===== src/rtl/irq_timer_ctrl.sv =====
// ---------------------------------------------------------------------------
// irq_timer_ctrl
//
// Interrupt source block for the core's 4-bit `interrupt` input. Two event
// sources are latched as pending bits:
//   - a reloadable down-counting machine timer
//   - an asynchronous external line (synchronized, rising-edge detected)
// One prioritized request is presented at a time. It is held stable until
// the core acknowledges trap entry. Further requests are then masked until
// the core retires `mret`.
//
// Ports:
//   clk          in   single clock, rising edge
//   rst          in   synchronous, active-high reset
//   timer_en     in   timer decrements while high
//   reload_wr    in   loads reload register and counter from reload_data
//   reload_data  in   [TIMER_WIDTH] new reload value
//   ext_inter    in   asynchronous external request; only its rising edge counts
//   int_ack      in   one-cycle pulse when the core takes the presented trap
//   is_mret      in   one-cycle pulse when the core retires mret
//   interrupt    out  [4] registered request code (0000 none, 0001 timer, 0010 ext)
//   busy         out  trap in service
//   timer_count  out  [TIMER_WIDTH] current counter value
// ---------------------------------------------------------------------------
module irq_timer_ctrl #(
    parameter int unsigned TIMER_WIDTH = 16,
    parameter int unsigned SYNC_STAGES = 2
) (
    input  logic                   clk,
    input  logic                   rst,
    input  logic                   timer_en,
    input  logic                   reload_wr,
    input  logic [TIMER_WIDTH-1:0] reload_data,
    input  logic                   ext_inter,
    input  logic                   int_ack,
    input  logic                   is_mret,
    output logic [3:0]             interrupt,
    output logic                   busy,
    output logic [TIMER_WIDTH-1:0] timer_count
);

    typedef enum logic [1:0] {
        IDLE    = 2'd0,
        REQ     = 2'd1,
        SERVICE = 2'd2
    } state_t;

    localparam logic [3:0] CODE_NONE  = 4'b0000;
    localparam logic [3:0] CODE_TIMER = 4'b0001;
    localparam logic [3:0] CODE_EXT   = 4'b0010;

    localparam logic [TIMER_WIDTH-1:0] TIMER_ONE = {{(TIMER_WIDTH-1){1'b0}}, 1'b1};

    // -----------------------------------------------------------------------
    // External line: SYNC_STAGES-deep synchronizer plus one edge-detect flop
    // -----------------------------------------------------------------------
    logic [SYNC_STAGES-1:0] sync_q;
    logic                   ext_prev_q;
    logic                   ext_rise;

    always_ff @(posedge clk) begin
        if (rst) begin
            sync_q     <= '0;
            ext_prev_q <= 1'b0;
        end else begin
            sync_q     <= {sync_q[SYNC_STAGES-2:0], ext_inter};
            ext_prev_q <= sync_q[SYNC_STAGES-1];
        end
    end

    assign ext_rise = sync_q[SYNC_STAGES-1] & ~ext_prev_q;

    // -----------------------------------------------------------------------
    // Machine timer
    // -----------------------------------------------------------------------
    logic [TIMER_WIDTH-1:0] reload_reg;
    logic [TIMER_WIDTH-1:0] count;
    logic                   timer_fire;

    // A reload write takes the cycle, so it suppresses the underflow event.
    assign timer_fire = timer_en & ~reload_wr & (count == '0);

    always_ff @(posedge clk) begin
        if (rst) begin
            reload_reg <= '1;
            count      <= '1;
        end else if (reload_wr) begin
            reload_reg <= reload_data;
            count      <= reload_data;
        end else if (timer_en) begin
            if (count == '0) begin
                count <= reload_reg;
            end else begin
                count <= count - TIMER_ONE;
            end
        end
    end

    assign timer_count = count;

    // -----------------------------------------------------------------------
    // Request FSM
    // -----------------------------------------------------------------------
    state_t     state_q;
    state_t     state_d;
    logic [3:0] code_q;
    logic [3:0] code_d;
    logic       timer_pending_q;
    logic       ext_pending_q;
    logic       clr_timer;
    logic       clr_ext;

    always_comb begin
        state_d   = state_q;
        code_d    = code_q;
        clr_timer = 1'b0;
        clr_ext   = 1'b0;
        case (state_q)
            IDLE: begin
                // Timer has priority over the external line.
                if (timer_pending_q) begin
                    code_d  = CODE_TIMER;
                    state_d = REQ;
                end else if (ext_pending_q) begin
                    code_d  = CODE_EXT;
                    state_d = REQ;
                end
            end
            REQ: begin
                // The latched code is held until the ack; no preemption.
                if (int_ack) begin
                    clr_timer = (code_q == CODE_TIMER);
                    clr_ext   = (code_q == CODE_EXT);
                    code_d    = CODE_NONE;
                    state_d   = SERVICE;
                end
            end
            SERVICE: begin
                if (is_mret) begin
                    state_d = IDLE;
                end
            end
            default: begin
                code_d  = CODE_NONE;
                state_d = IDLE;
            end
        endcase
    end

    always_ff @(posedge clk) begin
        if (rst) begin
            state_q <= IDLE;
            code_q  <= CODE_NONE;
        end else begin
            state_q <= state_d;
            code_q  <= code_d;
        end
    end

    // A new event in the same cycle as the clear wins, so nothing is lost.
    always_ff @(posedge clk) begin
        if (rst) begin
            timer_pending_q <= 1'b0;
            ext_pending_q   <= 1'b0;
        end else begin
            timer_pending_q <= timer_fire | (timer_pending_q & ~clr_timer);
            ext_pending_q   <= ext_rise   | (ext_pending_q   & ~clr_ext);
        end
    end

    assign interrupt = code_q;
    assign busy      = (state_q == SERVICE);

endmodule


===== config.mk =====
export PLATFORM = sky130hd
export DESIGN_NAME = irq_timer_ctrl
export DESIGN_NICKNAME = d
export VERILOG_FILES = /design/src/rtl/irq_timer_ctrl.sv
export SDC_FILE = /design/constraint.sdc
export NUM_CORES = 1
export LEC_CHECK = 0
export BUFFER_PORTS_ARGS = -buffer_cell sky130_fd_sc_hd__buf_2
export CAP_MARGIN = 20
export CORE_MARGIN = 10
export CORE_UTILIZATION = 48
export DETAILED_ROUTE_END_ITERATION = 6
export PLACE_DENSITY = 0.75
export SYNTH_ARGS = -nofsm -noshare
export SYNTH_HDL_FRONTEND = slang
export SYNTH_SLANG_ARGS = --single-unit

===== constraint.sdc =====
create_clock -name clk -period 1.9 [get_ports clk]
set_input_delay 0.285 -clock clk [delete_from_list [all_inputs] [get_ports clk]]
set_output_delay 0.285 -clock clk [all_outputs]
set_load 0.05 [all_outputs]

Word level (Yosys, flattened, before mapping)
Index checks and enable logic that the tools add are counted.
- register bits after elaboration: 43
- input port bits: 23
- $add $sub $neg: 1
- equal/unequal tests: 7
- multiplexer cells: 16
- bitwise gates (word level): 12
- reduce and logical (&&, ||, !) cells: 5
- operator list (cell ; count):
    $mux 16 ; 3
    $logic_not 16->1 ; 1
    $sub 16x1->16 const B ; 1
    $mux 4 ; 3
    $pmux 4 s3 ; 1
    $mux 2 ; 4
    $pmux 2 s3 ; 1
    $reduce_and 3->1 ; 2
    $and 1x1->1 ; 5
    $not 1->1 ; 5
    $eq 4x1->1 const B ; 1
    $eq 4x2->1 const B ; 1
    $mux 1 ; 4
    $ne 2x2->1 const B ; 2
    $ne 3x3->1 const B ; 1
    $eq 2x1->1 const B ; 1
    $eq 2x2->1 const B ; 1
    $logic_not 2->1 ; 1
    $or 1x1->1 ; 2
    $reduce_bool 2->1 ; 1

Logic depth before layout (Yosys ltp)
Gate-level depths: netlist of the first run.
- depth after elaboration: 6
- depth in mapped cells: 8
- gate-level depth less buffers: 7

Worst setup path after synthesis of the first run
Ideal clock, no wire load.
- path type: register to register
- start point: register count[0], in the netlist timer_count[0]
- end point: register count[0], in the netlist timer_count[0]
- setup time: 0.136 ns
- arrival: 1.946 ns
- data required time: 1.764 ns
- path slack: -0.182 ns
- cell stages (with the launch flop): 9
- buffers on the path: 1
- period minus slack after synthesis: 2.082 ns
- cell sequence: dfxtp_1 -> inv_1 -> ha_1 -> nor4b_1 -> nand4_1 -> clkbuf_1 -> nand2_1 -> o211ai_1 -> o311ai_1
- cells in the longest elaborated chain, start to end: 4
- elaborated cells between the ends (all ways): 5
- classes of those cells: 1 x add/sub; 3 x mux; 1 x reduce/logical
- RTL lines (what ; line ; source):
    from (decl) ; 77 ; logic [TIMER_WIDTH-1:0] count;
    from (signal assigned) ; 89 ; count <= reload_data;
    from (signal assigned) ; 92 ; count <= reload_reg;
    from (signal assigned) ; 94 ; count <= count - TIMER_ONE;
    $sub 16x1->16 / $logic_not 16->1 (equally long branches) ; 94, 91 ;
    $mux 16 (*) ; 91 ; if (count == '0) begin
    $mux 16 (*) ; 90 ; end else if (timer_en) begin
    $mux 16 (*) ; 87 ; end else if (reload_wr) begin
Mark *: on every way between the ends. The rest lies on a longest branch, timed or not. The select of a mux whose other input is x is not followed.
A chain may end at the register's enable or synchronous reset.

Worst setup path after layout of the first run
- start point: register count[6], in the netlist timer_count[6]
- end point: register count[11], in the netlist timer_count[11]
Same word-level chain as after synthesis.

==> results.cfg, run 1 <==
[synthesis]
async_flop_share = 0
synth_edf_count = 0
ys.flop_type = dfxtp_1
ys_warn_count = 0
synth.avg_cell_area_um2 = 8.04
syn_inst = 248
syn_area_um2 = 1990
synth_seq_cells = 41
seq_area_frac_synth = 0.412
synth.area.top_cells = dfxtp_1 (41%), o21ai_0 (6.0%), a21oi_1 (5.5%)
synth_commonest_cells = dfxtp_1 (41), o21ai_0 (24), a21oi_1 (22), nand2_1 (22), nor2_1 (22)
synth_top_area_share = 0.412
synth_cell_type_count = 46
yosysMostFrequentCell = dfxtp_1
yosysTopAreaCell = dfxtp_1

[setup_path]
reg2reg_to = timer_count[11]
cp_top_family = simple AND/OR/NAND/NOR gates
r2r_cells = 5
rr_startpoint = timer_count[6]
crit_arrival_ns = 1.94
slowest_stage = nor3_2
worstSetupPathType = flop to flop
crit_chain = nor3_2, nand3_2, or3_1, a221oi_1, o211ai_1
r2r_slack_ns = 0.12
startpoint_type = flop
cp_data_required_time_ns = 2.07
critical_path.max_fanout = 6
crit_buf_inv = 0
worstSetupEndpointType = flop
slowest_delay_ns = 0.40

[grt]
busiest_layer = met2
antenna_found_initial = 0
grt_use_met2 = 0.232
grt_pass1_wl_um = 8650
grt_usage = 0.141
grt_pass1_vias = 1884
grt_overflow = 0
grt_use_met1 = 0.172
grtUsageMet3 = 0.0435
grt_start_max_net_pins = 29

[timing]
finalSetupViolCount = 0
hold_viol_final = 0
slew_headroom = 0.655
finalCritPeriodShare = 0.935
timing.fmax_ghz = 0.563
rsz0062_at_grt = no
slew_viol_final = 0
worstMarginPinSlew_ns = 0.518
period_minus_slack_ns = 1.78
finClkSkew_ns = 0.00234
fin_tns_setup_ns = 0

[floorplanning]
initial_core_util = 0.498
core_um2 = 4000
num_rows = 23
dieArea_um2 = 7130
die_w_um = 84.4
ioPinCount = 44
die_y_um = 84.4

[clock_tree]
root_buffer = clkbuf_8
cts_num_sinks = 41
cts_tree = yes
clockBufferDepth = 2
insertion_delay_ns = 0.29
ctsHtreeMaxLevel = 2
cts_buffers = 5
cts.reportedPaths.clkPinSlew_ns = 0.07

[pwr]
leakagePower_nw = 1.09
peakVddDrop_uv = 528
cellPowerDensity_nw_per_um2 = 773

[cells_and_area]
area.growth.synth_to_final_pct = 22.7
utilization = 0.611
fill_cells = 376
n_antenna_cell = 0
register_area_um2 = 827
fin_nets = 326
drive_above_1_share = 0.255
multi_input_area_um2 = 1070

[worst_hold_path]
hold-path-cell-count = 2
whs_endpoint = sync_q[0]
min_path_type = primary input to flop
min-delay-start = ext_inter

[status]
outcome = completed

[place]
hpwl_um = 3790
port-buffer-count = 41
gp_congestion = 0.875

[drt]
drc = 0
drt_first_iter_violations = 89
drt_first_pass_iters = 4
avgRoutedWirePerCell_um = 14.4
num_vias = 1900
ant_nets = 0
vias_per_cell = 5.40
drt-total-wl_um = 5070

[flow_run]
drv_cap = 0
layout by cell type, fill, tap and decap left out, drive strengths merged, types with 2 or more instances in the layout:
master / synthesis / final
a21oi: 22 / 22
a22oi: 3 / 3
a31oi: 4 / 4
buf: 4 / 58
clkbuf: 9 / 6
clkinv: 0 / 2
conb: 1 / 2
dfxtp: 41 / 41
ha: 2 / 2
inv: 19 / 19
nand2: 22 / 22
nand2b: 9 / 9
nand3: 4 / 4
nand3b: 2 / 2
nand4: 4 / 4
nor2: 22 / 22
nor2b: 6 / 6
nor3: 6 / 6
nor3b: 2 / 2
nor4: 2 / 2
o211ai: 12 / 12
o21ai: 24 / 24
o31ai: 2 / 2
xnor2: 9 / 9
cells by family after synthesis:
| kind of cell | synth area share |
|---|---|
| multiplexers | 0.00502 |
| XOR/XNOR | 0.0439 |
| other | 0.00188 |
| buffers and inverters | 0.0640 |
| adder cells (fa/ha/maj) | 0.0126 |
| flip-flops | 0.412 |
| AO/OA/AOI/OAI | 0.241 |
| AND/OR/NAND/NOR | 0.220 |
through the flow:
step                      hold slack [ns]  area [µm²]  std cells  setup WS [ns]  total power (W)
after floorplan                     0.393        2010        249         0.0496          0.00124
after global placement              0.424        2330        342         0.0745          0.00135
after detailed placement            0.433        2330        342         0.0581          0.00136
after CTS                           0.209        2410        350         0.0343          0.00190
after global routing                0.219        2440        352         0.0307          0.00199
final                               0.212        2440        352          0.124          0.00189
area by class of cell:
type | count | area share
clock buffer | 6 | 0.0297
clock inverter | 2 | 0.00409
inverter | 19 | 0.0292
multi-input combinational | 176 | 0.437
sequential | 41 | 0.338
tap | 50 | 0.0256
timing repair buffer | 58 | 0.136
metal layers:
metal  wire length (µm)  vias up
met5                  0        -
met4                 41        0
met3                296        4
met2               2320       57
met1               2410      871
li1                   -      968
worst max-delay path by stage:
| stage | cells past startpoint | slack, ns | endpoint | from |
|---|---|---|---|---|
| 3_5_place_dp | 8 | 0.06 | timer_count[3] | timer_count[0] |
| 5_1_grt | 5 | 0.03 | timer_count[11] | timer_count[6] |
| 6_report | 5 | 0.12 | timer_count[11] | timer_count[6] |
| 3_3_place_gp | 5 | 0.07 | timer_count[11] | timer_count[3] |
| 4_1_cts | 5 | 0.03 | timer_count[11] | timer_count[3] |
| 2_1_floorplan | 5 | 0.05 | timer_count[11] | timer_count[2] |
timing repair:
item,4_1_cts,5_1_grt
gates resized for setup,0,2
setup buffers,0,2
hold buffers,0,0
endpoints found under the setup margin,0,14
power by group:
group          total (W)  internal, W  switching [W]  leakage, nW
Combinational   0.000372     0.000126       0.000246        0.710
Clock           0.000545     0.000255       0.000290       0.0450
Sequential      0.000971     0.000919      0.0000528        0.339
Total            0.00189      0.00130       0.000589         1.09
No activity file was read; power rests on OpenSTA's default activity.
==> run 2: changes to the inputs <==
--- a/config.mk
+++ b/config.mk
@@ -8,9 +8,9 @@
 export BUFFER_PORTS_ARGS = -buffer_cell sky130_fd_sc_hd__buf_2
 export CAP_MARGIN = 20
 export CORE_MARGIN = 10
-export CORE_UTILIZATION = 48
+export CORE_UTILIZATION = 53
 export DETAILED_ROUTE_END_ITERATION = 6
-export PLACE_DENSITY = 0.75
+export PLACE_DENSITY = 0.78
 export SYNTH_ARGS = -nofsm -noshare
 export SYNTH_HDL_FRONTEND = slang
 export SYNTH_SLANG_ARGS = --single-unit
==> constraint.sdc (replaced) <==
create_clock -name clk -period 1.67 [get_ports clk]
set_input_delay 0.2505 -clock clk [delete_from_list [all_inputs] [get_ports clk]]
set_output_delay 0.2505 -clock clk [all_outputs]
set_load 0.05 [all_outputs]
==> results.cfg, run 2 (synthesized netlist as in run 1, its figures left out) <==
[clock_tree]
insertion_delay_ns = 0.30
clockBufferDepth = 2
cts_num_sinks = 41
cts_tree = yes
root_buffer = clkbuf_8
ctsHtreeMaxLevel = 2
cts.reportedPaths.clkPinSlew_ns = 0.08
cts_buffers = 5

[floorplanning]
ioPinCount = 44
core_um2 = 3660
dieArea_um2 = 6610
die_w_um = 81.3
num_rows = 22
die_y_um = 81.3
initial_core_util = 0.544

[grt]
grt_use_met2 = 0.282
grt_use_met1 = 0.193
grt_usage = 0.169
antenna_found_initial = 0
grt_start_max_net_pins = 29
grt_pass1_wl_um = 8760
busiest_layer = met2
grt_overflow = 0
grtUsageMet3 = 0.0552
grt_pass1_vias = 1938

[timing]
setup_slack_ns = -0.0106
finalCritPeriodShare = 1.01
timing.fmax_ghz = 0.595
finalSetupViolCount = 1
hold_viol_final = 0
worstMarginPinSlew_ns = 1.01
slew_viol_final = 0
rsz0062_at_grt = yes
period_minus_slack_ns = 1.68
slew_headroom = 0.326
finClkSkew_ns = 0.00728

[drt]
ant_nets = 0
num_vias = 2018
drt-total-wl_um = 5630
vias_per_cell = 5.56
drc = 0
drt_first_iter_violations = 152
drt_first_pass_iters = 4
avgRoutedWirePerCell_um = 15.5

[cells_and_area]
final_cell_mix = buf_2 (42), dfxtp_1 (35), buf_4 (27)
fin_nets = 339
area.growth.synth_to_final_pct = 33.0
layout.cells.most_common = buf_2
n_antenna_cell = 0
final_area_um2 = 2650
drive_above_1_share = 0.327

[setup_path]
startpoint_type = flop
worstSetupEndpointType = flop
critical_path.max_fanout = 6
worstSetupPathType = flop to flop
rr_startpoint = timer_count[3]
crit_chain = nor4_4, buf_6, nand3_4, or3_4, a221oi_2, o211ai_1
slowest_stage = dfxtp_4
r2r_slack_ns = -0.01
reg2reg_to = timer_count[11]
crit_arrival_ns = 1.86
r2r_cells = 6
cp_data_required_time_ns = 1.85
slowest_delay_ns = 0.36

[flow_run]
drv_cap = 0

[place]
place_area_um2 = 2450
hpwl_um = 3870
port-buffer-count = 41
gp_congestion = 0.895

[worst_hold_path]
min-delay-start = ext_inter
whs_endpoint = sync_q[0]
min_path_type = primary input to flop
hold-path-cell-count = 2

[status]
outcome = finished with violations
violations = negative setup slack

[pwr]
total_power_w = 0.00234
leakagePower_nw = 1.17
peakVddDrop_uv = 504
cellPowerDensity_nw_per_um2 = 882
run 2: cell count changes in the layout (fill, tap and decap cells not counted), moves of 2 or more:
cell	change
nor2_1	-2
ha_1	-2
dfxtp_4	+4
dfxtp_2	-3
inv_1	-2
buf_6	+2
buf_4	+10
clkinv_2	-2
run 2: through the flow:
| stage | hold WS (ns) | setup WS, ns | cells | util | setup TNS [ns] |
|---|---|---|---|---|---|
| floorplan | 0.356 | -0.121 | 249 | - | -0.293 |
| global placement | 0.416 | 0.0386 | 352 | 0.670 | 0 |
| detailed placement | 0.446 | -0.0205 | 352 | 0.670 | -0.0205 |
| CTS | 0.169 | 0.00312 | 362 | 0.707 | 0 |
| global route | 0.180 | -0.0661 | 363 | 0.724 | -0.165 |
| finish | 0.176 | -0.0106 | 363 | 0.724 | -0.0106 |
run 2: what timing repair did:
action                     CTS  global route
hold buffers                 0             0
setup endpoints to repair    2            11
gates resized for setup      2            15
cloned                       0             1
buffers inserted             2             0
pin swaps                    0             6
run 2: per-layer routing:
layer  wire (µm)  part of all wire
met3         404             0.072
met1        2350              0.42
met2        2780              0.49
met5           0                 0
met4          97             0.017
run 2: area by class of cell:
| cell class | count | area (µm²) |
|---|---|---|
| multi-input combinational | 176 | 1130 |
| clock buffer | 6 | 93.8 |
| inverter | 19 | 73.8 |
| clock inverter | 2 | 16.3 |
| timing repair buffer | 71 | 435 |
| tap | 48 | 60.1 |
| fill | 262 | 1010 |
| sequential | 41 | 838 |
run 2: worst max path at each step:
stage              startpoint              end  slack (ns)
2_1_floorplan  timer_count[5]  timer_count[11]       -0.12
3_3_place_gp   timer_count[5]  timer_count[11]        0.04
3_5_place_dp   timer_count[5]  timer_count[11]       -0.02
4_1_cts        timer_count[5]  timer_count[11]       0.003
5_1_grt        timer_count[0]  timer_count[11]       -0.07
6_report       timer_count[3]  timer_count[11]       -0.01
run 2: report_power, final:
group          leakage, nW  switching (W)  internal [W]
Combinational        0.774       0.000312      0.000171
Sequential           0.340      0.0000534       0.00104
Clock               0.0525       0.000371      0.000387
run 2: critical path: cells and delay by family, from the launching register on:
family                 cells  cell delay [ns]
AOI/OAI and AO/OA          2             0.35
buffers and inverters      1             0.16
and+or+nand+nor            3             0.70
DFF                        1             0.36
==> run 3: changes to the inputs <==
--- a/config.mk
+++ b/config.mk
@@ -10,6 +10,7 @@
 export CORE_MARGIN = 10
 export CORE_UTILIZATION = 53
 export DETAILED_ROUTE_END_ITERATION = 6
+export MAX_ROUTING_LAYER = met4
 export PLACE_DENSITY = 0.78
 export SYNTH_ARGS = -nofsm -noshare
 export SYNTH_HDL_FRONTEND = slang
==> results.cfg, run 3 (synthesized netlist as in run 1, its figures left out) <==
[status]
outcome = finished with violations
violations = negative setup slack

[clock_tree]
ctsHtreeMaxLevel = 2
cts_tree = yes
cts_buffers = 5
root_buffer = clkbuf_8
cts.reportedPaths.clkPinSlew_ns = 0.08
clockBufferDepth = 2
insertion_delay_ns = 0.30
cts_num_sinks = 41
cts_hold_buf = 0

[cells_and_area]
fin_nets = 339
final_cell_mix = buf_2 (42), dfxtp_1 (35), buf_4 (27)
drive_above_1_share = 0.327
area.growth.synth_to_final_pct = 33.0
layout.cells.most_common = buf_2
n_antenna_cell = 0

[place]
dpl_worst_slack_ns = -0.0205
hpwl_um = 3870
port-buffer-count = 41
gp_congestion = 0.910

[grt]
grt_pass1_wl_um = 8760
grt_usage = 0.174
grt_pass1_vias = 1946
grt_start_max_net_pins = 29
antenna_found_initial = 0
grt_overflow = 0

[setup_path]
cp_top_family = simple AND/OR/NAND/NOR gates
slowest_delay_ns = 0.36
r2r_cells = 6
reg2reg_to = timer_count[11]
crit_chain = nor4_4, buf_6, nand3_4, or3_4, a221oi_2, o211ai_1
worstSetupPathType = flop to flop
cp_data_required_time_ns = 1.84
crit_buf_inv = 1
slowest_stage = dfxtp_4
r2r_slack_ns = -0.009
worstSetupEndpointType = flop
startpoint_type = flop
cp.depth = 6
rr_startpoint = timer_count[3]
critical_path.max_fanout = 6
crit_arrival_ns = 1.85

[drt]
drt_first_pass_iters = 4
drt_first_iter_violations = 165
drc = 0
num_vias = 2018
drt-total-wl_um = 5610
avgRoutedWirePerCell_um = 15.4
vias_per_cell = 5.56
ant_nets = 0

[flow_run]
drv_cap = 0

[timing]
slew_headroom = 0.313
slew_viol_final = 0
finClkSkew_ns = 0.00712
period_minus_slack_ns = 1.68
worstMarginPinSlew_ns = 1.03
fin_tns_setup_ns = -0.00856
rsz0062_at_grt = yes
finalSetupViolCount = 1
hold_viol_final = 0
timing.fmax_ghz = 0.596
setup_slack_ns = -0.00856
finalCritPeriodShare = 1.01

[floorplanning]
num_rows = 22
die_y_um = 81.3
ioPinCount = 44
core_um2 = 3660
initial_core_util = 0.544
die_w_um = 81.3
dieArea_um2 = 6610

[pwr]
total_power_w = 0.00233
leakagePower_nw = 1.17
peakVddDrop_uv = 501
cellPowerDensity_nw_per_um2 = 880

[worst_hold_path]
whs_endpoint = reload_reg[3]
min-delay-start = reload_data[3]
hold-path-cell-count = 2
min_path_type = primary input to flop
run 3: what timing repair did:
| action | CTS | global route |
|---|---|---|
| setup endpoints to repair | 2 | 11 |
| pin swaps | 0 | 6 |
| setup buffers | 2 | 0 |
| gates resized for setup | 2 | 15 |
| cloned | 0 | 1 |
run 3: report_power, final:
part | leakage, nW | internal [W] | switching (W)
registers | 0.340 | 0.00104 | 0.0000532
clock network | 0.0525 | 0.000387 | 0.000366
logic | 0.774 | 0.000171 | 0.000311
run 3: cell type report:
type                            instances  area [µm²]
Timing Repair Buffer                   71         435
Inverter                               19        73.8
Clock buffer                            6        93.8
Multi-Input combinational cell        176        1130
Sequential cell                        41         838
Fill cell                             262        1010
Clock inverter                          2        16.3
Tap cell                               48        60.1
run 3: per-stage QoR:
stage          hold WS [ns]  instances  cell area [µm²]   util
2_1_floorplan         0.356        249             2040      -
3_3_place_gp          0.416        352             2450  0.670
3_5_place_dp          0.446        352             2450  0.670
4_1_cts               0.169        362             2590  0.707
5_1_grt               0.180        363             2650  0.724
6_report              0.176        363             2650  0.724
run 3: per-layer routing:
layer / wire (µm) / GRT usage
met5: 0 / -
met1: 2300 / 0.194
met2: 2760 / 0.283
met3: 451 / 0.0519
met4: 97 / 0.0727
run 3: how the worst max path moves through the flow:
stage,startpoint,end,slack (ns)
3_5_place_dp,timer_count[5],timer_count[11],-0.02
2_1_floorplan,timer_count[5],timer_count[11],-0.12
5_1_grt,timer_count[0],timer_count[11],-0.07
3_3_place_gp,timer_count[5],timer_count[11],0.04
4_1_cts,timer_count[5],timer_count[11],0.003
6_report,timer_count[3],timer_count[11],-0.009
